<file path="config.mk">
export PLATFORM = sky130hd
export DESIGN_NAME = auto_counter_multi
export DESIGN_NICKNAME = d
export VERILOG_FILES = /design/src/rtl/auto_counter_multi.sv
export SDC_FILE = /design/constraint.sdc
export NUM_CORES = 1
export LEC_CHECK = 0
export ABC_AREA = 1
export CAP_MARGIN = 15
export CORE_MARGIN = 1
export CORE_UTILIZATION = 40
export DETAILED_ROUTE_END_ITERATION = 8
export PLACE_DENSITY = 0.63
export RECOVER_POWER = 100
export REMOVE_ABC_BUFFERS = 1
export SLEW_MARGIN = 20
export SYNTH_ARGS = -nofsm -noshare
export SYNTH_HDL_FRONTEND = slang
export SYNTH_SLANG_ARGS = --single-unit
export TNS_END_PERCENT = 50
</file>
<file path="constraint.sdc">
create_clock -name i_Clk -period 3.09 [get_ports i_Clk]
set_input_delay 0.618 -clock i_Clk [delete_from_list [all_inputs] [get_ports i_Clk]]
set_output_delay 0.618 -clock i_Clk [all_outputs]
set_load 0.05 [all_outputs]
</file>
<file path="src/rtl/auto_counter_multi.sv">
// -----------------------------------------------------------------------------
// auto_counter_multi
//
// Prescaled, cascaded multi-digit counter. A prescaler produces a count tick
// every g_Delay enabled cycles. On each tick a ripple chain of g_Digits digits,
// each counting 0..g_Modulus-1, advances up or down. The packed digit value
// feeds 7-segment drivers. Tick and wrap strobes support cascading and status
// LEDs.
//
// Parameters:
//   g_Delay   prescaler period in clock cycles (>= 1)
//   g_Digits  number of cascaded digits (1..8)
//   g_Width   bits per digit
//   g_Modulus per-digit modulus (2..2**g_Width)
//
// Ports:
//   i_Clk         system clock
//   i_Reset_n     asynchronous active-low reset
//   i_Enable      1 = prescaler and counter run, 0 = both frozen
//   i_Up          count direction, sampled at each tick (1 = up)
//   i_Clear       synchronous clear of prescaler and digits (highest priority)
//   i_Load        synchronous parallel load of i_Load_Value
//   i_Load_Value  load data, digit 0 in LSBs
//   o_Value       current count, digit 0 in LSBs
//   o_Tick        one-cycle pulse in the cycle after each count advance
//   o_Wrap        one-cycle pulse in the cycle after a full-counter wrap
//
// Build option:
//   AUTO_COUNTER_SATURATE_EN  when defined, the counter holds at its limit
//   instead of wrapping. o_Wrap then acts as a limit-hit flag.
// -----------------------------------------------------------------------------
module auto_counter_multi #(
    parameter int g_Delay   = 25000000,
    parameter int g_Digits  = 2,
    parameter int g_Width   = 4,
    parameter int g_Modulus = 10
) (
    input  logic                          i_Clk,
    input  logic                          i_Reset_n,
    input  logic                          i_Enable,
    input  logic                          i_Up,
    input  logic                          i_Clear,
    input  logic                          i_Load,
    input  logic [g_Digits*g_Width-1:0]   i_Load_Value,
    output logic [g_Digits*g_Width-1:0]   o_Value,
    output logic                          o_Tick,
    output logic                          o_Wrap
);

    // A 1-bit prescaler is kept even for g_Delay = 1. It then stays at 0,
    // and every enabled cycle is a tick.
    localparam int                PW         = (g_Delay > 1) ? $clog2(g_Delay) : 1;
    localparam logic [PW-1:0]     PRESC_LAST = PW'(g_Delay - 1);
    localparam logic [g_Width-1:0] DIGIT_MAX = g_Width'(g_Modulus - 1);
    localparam int                VW         = g_Digits * g_Width;

    logic [PW-1:0] presc_q, presc_d;
    logic [VW-1:0] value_q, value_d;
    logic          tick_q, tick_d;
    logic          wrap_q, wrap_d;

    logic          tick_w;
    logic          limit_w;     // carry or borrow out of the top digit
    logic [VW-1:0] stepped_w;   // value after one step in the current direction
    logic [VW-1:0] loaded_w;    // load data with out-of-range digits forced to 0

    assign tick_w = i_Enable && (presc_q == PRESC_LAST);

    // Sanitize each load slice independently. The compare is one bit wider so
    // that g_Modulus = 2**g_Width, where no slice is out of range, works.
    generate
        for (genvar gi = 0; gi < g_Digits; gi++) begin : g_load
            logic [g_Width-1:0] slice_w;
            assign slice_w = i_Load_Value[gi*g_Width +: g_Width];
            assign loaded_w[gi*g_Width +: g_Width] =
                ({1'b0, slice_w} >= (g_Width+1)'(g_Modulus)) ? '0 : slice_w;
        end
    endgenerate

    // Ripple chain. Each digit steps only when every lower digit rolled over.
    // The arithmetic stays inside each digit's own g_Width bits.
    always_comb begin
        logic [g_Width-1:0] digit;
        logic               carry;
        stepped_w = value_q;
        carry     = 1'b1;
        digit     = '0;
        for (int i = 0; i < g_Digits; i++) begin
            digit = value_q[i*g_Width +: g_Width];
            if (carry) begin
                if (i_Up) begin
                    if (digit == DIGIT_MAX) begin
                        digit = '0;
                    end else begin
                        digit = digit + g_Width'(1);
                        carry = 1'b0;
                    end
                end else begin
                    if (digit == '0) begin
                        digit = DIGIT_MAX;
                    end else begin
                        digit = digit - g_Width'(1);
                        carry = 1'b0;
                    end
                end
            end
            stepped_w[i*g_Width +: g_Width] = digit;
        end
        limit_w = carry;
    end

    always_comb begin
        presc_d = presc_q;
        value_d = value_q;
        tick_d  = 1'b0;
        wrap_d  = 1'b0;
        if (i_Clear) begin
            presc_d = '0;
            value_d = '0;
        end else if (i_Load) begin
            presc_d = '0;
            value_d = loaded_w;
        end else if (tick_w) begin
            presc_d = '0;
            tick_d  = 1'b1;
            wrap_d  = limit_w;
`ifdef AUTO_COUNTER_SATURATE_EN
            // A tick at the limit still pulses, but the value is kept.
            value_d = limit_w ? value_q : stepped_w;
`else
            value_d = stepped_w;
`endif
        end else if (i_Enable) begin
            presc_d = presc_q + PW'(1);
        end
    end

    always_ff @(posedge i_Clk or negedge i_Reset_n) begin
        if (!i_Reset_n) begin
            presc_q <= '0;
            value_q <= '0;
            tick_q  <= 1'b0;
            wrap_q  <= 1'b0;
        end else begin
            presc_q <= presc_d;
            value_q <= value_d;
            tick_q  <= tick_d;
            wrap_q  <= wrap_d;
        end
    end

    assign o_Value = value_q;
    assign o_Tick  = tick_q;
    assign o_Wrap  = wrap_q;

endmodule
</file>
==> flow_summary.yaml <==
run_status:
  status: "finished clean"
clock_tree:
  clockBufferDepth: 2
  path_clk_slew_ns: 0.07
  clk_latency_ns: 0.29
  htreeDepth: 2
  cts_buffers: 5
  clock-sinks: 35
  hold_buffers: 0
  cts_tree: "done"
  post-cts-setup-buffers: 0
  cts-root-buf: "clkbuf_8"
  cts_resized: 0
layout:
  most-common-layout-cells: "nand2_1, nor2_1, inv_1"
  syn_to_final_growth_pct: 15.5
  design_area_mm2: 0.00284
  fin_nets: 411
  antenna_cells: 0
  utilization_pct: 48.0
  post_route_cells_drive_above_1_share_pct: 6.43
  final_common_cell: "nand2_1"
yosys:
  synth_top_family_by_area: "simple AND/OR/NAND/NOR gates"
  async_reset_ff_share_pct: 100
  ys_seq_elements: 35
  synthMuxAreaShare_pct: 0
  synthAdderAreaFrac_pct: 4.58
  netlist_instances: 361
  yosys_warnings: 0
  synth_cell_types: 28
  syn_area_mm2: 0.00246
  synth_area_leaders: "dfrtp_1, nand2_1, nand3_1"
  yosys.area.top_type_share_pct: 35.6
  synth-edff-count: 0
  yosysSeqAreaShare_pct: 35.6
  synth-simple-area-share_pct: 41.3
  synth.largest_area_cell: "dfrtp_1"
  synth-compound-area-share_pct: 6.86
  synthXorXnorAreaFrac_pct: 2.85
  synth_ff_type: "dfrtp_1"
  avgSynthCellArea_um2: 6.82
place:
  place_congestion: 0.858
  hpwl_mm: 4.10
  pre_cts_ws_ns: 0.696
  place_area_mm2: 0.00276
  io_buffers: 23
die:
  core_mm2: 0.00592
  die_w_um: 80.4
  num_rows: 28
  fp.dieH_um: 80.4
  die-area_mm2: 0.00647
  pin_count: 24
  start_util_pct: 41.6
sta:
  period_share_pct: 81.6
  rsz0062_at_grt: "no"
  max_clock_freq_ghz: 0.396
  tightest_slew_ns: 0.835
  setup_slack_ns: 0.568
  slew_violations: 0
  period_needed_ns: 2.52
  finClkSkew_ns: 0.00544
  setup_viol: 0
  setup_tns_ns: 0
  hold_viol: 0
  slew_headroom_pct: 44.1
power_and_ir_drop:
  ir_drop_uv: 273
  power_switching_mw: 0.313
  power.switching_fraction_pct: 28.1
  pwr-share-clk_pct: 38.5
  intPower_mw: 0.799
  combPwrFrac_pct: 17.9
  pwr-share-seq_pct: 43.6
  power_density_mw_per_mm2: 391
  p_leak_nw: 1.31
global_route:
  grt_pass1_vias: 2205
  grt_first_pass_wirelength_mm: 9.59
  grt_usage_pct: 19.0
  grt_max_degree: 36
  antenna_found_initial: 0
  overflow: 0
drt:
  vias_per_cell: 4.91
  num_vias: 2280
  drtIter0Drc: 74
  routed_wl_mm: 5.45
  drcViolationCount: 0
  wl_per_cell_um: 11.8
  drtPass1Iterations: 4
  ant_nets: 0
setup_path:
  start_kind: "input pin"
  r2r_slack_ns: 1.35
  required_ns: 3.27
  path_max_fanout: 12
  worstSetupPathType: "in -> reg"
  r2r_cells: 9
  worstSetupEndpoint: "presc_q[17]$_DFFE_PN0P_"
  startpoint: "i_Clear"
  crit-reg2reg-launch: "presc_q[1]$_DFFE_PN0P_"
  cp_data_arrival_time_ns: 2.71
  timing.rr.end: "presc_q[24]$_DFFE_PN0P_"
  end_kind: "register"
flow_run:
  maxCapViolCount: 0
hold_path:
  hold_class: "reg -> reg"
[metal layers]
layer | up-vias | part of all wire [%] | GRT usage, %
met5 | - | 0 | 0
met4 | 0 | 1.2 | 5.89
met3 | 6 | 3.3 | 3.18
met2 | 42 | 47 | 32.5
met1 | 1028 | 49 | 24.3
li1 | 1204 | - | -
[synth_stat cells (all sizes together), types with 4 or more instances]
cell / instances
nand2: 107
nor2: 62
inv: 46
nand3: 43
dfrtp: 35
o21ai: 14
a21oi: 11
nand4: 10
ha: 9
xor2: 5
buf: 4
o211ai: 4
[worst min path at each step]
stage / from / to / depth (start not counted)
after floorplan: i_Reset_n / o_Tick$_DFF_PN0_ / 0
after global placement: presc_q[1]$_DFFE_PN0P_ / presc_q[1]$_DFFE_PN0P_ / 2
after detailed placement: presc_q[0]$_DFFE_PN0P_ / presc_q[0]$_DFFE_PN0P_ / 2
after CTS: presc_q[0]$_DFFE_PN0P_ / presc_q[0]$_DFFE_PN0P_ / 2
after global routing: presc_q[0]$_DFFE_PN0P_ / presc_q[0]$_DFFE_PN0P_ / 2
final: presc_q[0]$_DFFE_PN0P_ / presc_q[0]$_DFFE_PN0P_ / 2
[sequential cells by signal, indices dropped and copies added (netlist names)]
register and flops:
o_Tick 1, o_Value 8, o_Wrap 1, presc_q 25
[power by group through the flow]
stage               registers, mW  clock network [mW]  logic, mW
floorplan                   0.521                   0     0.0990
global placement            0.494                   0      0.203
detailed placement          0.494                   0      0.205
CTS                         0.485               0.445      0.206
global route                0.487               0.456      0.227
finish                      0.485               0.428      0.199
[cells by family (layout without fill, tap and decap cells)]
family | Yosys count | after routing
AOI/OAI and AO/OA | 31 | 31
xor gates and xnor gates | 8 | 8
adders and majority gates | 9 | 9
buffers and inverters | 51 | 79
DFF | 35 | 35
and+or+nand+nor | 227 | 227
[metrics by stage]
stage / total power [mW] / hold WS (ns) / std cells
after floorplan: 0.620 / 0.322 / 356
after global placement: 0.697 / 0.496 / 456
after detailed placement: 0.699 / 0.512 / 456
after CTS: 1.14 / 0.529 / 464
after global routing: 1.17 / 0.559 / 464
final: 1.11 / 0.526 / 464
[area by class of cell]
type                            count  area (µm²)
Fill cell                         631        3080
Clock buffer                        6        82.6
Timing Repair Buffer               25         245
Inverter                           46         173
Sequential cell                    35         876
Multi-Input combinational cell    275        1340
Clock inverter                      2        35.0
Tap cell                           75        93.8
[critical path: stages]
cell and delay (ns):
dlygate4sd3_1 0.62, nor2_1 0.67, nand2_4 0.17, nand3_1 0.22
nor2_2 0.15, nand3b_1 0.11, nand2_1 0.05, inv_1 0.05
nor2_1 0.04
(Power assumes the default switching activity.)
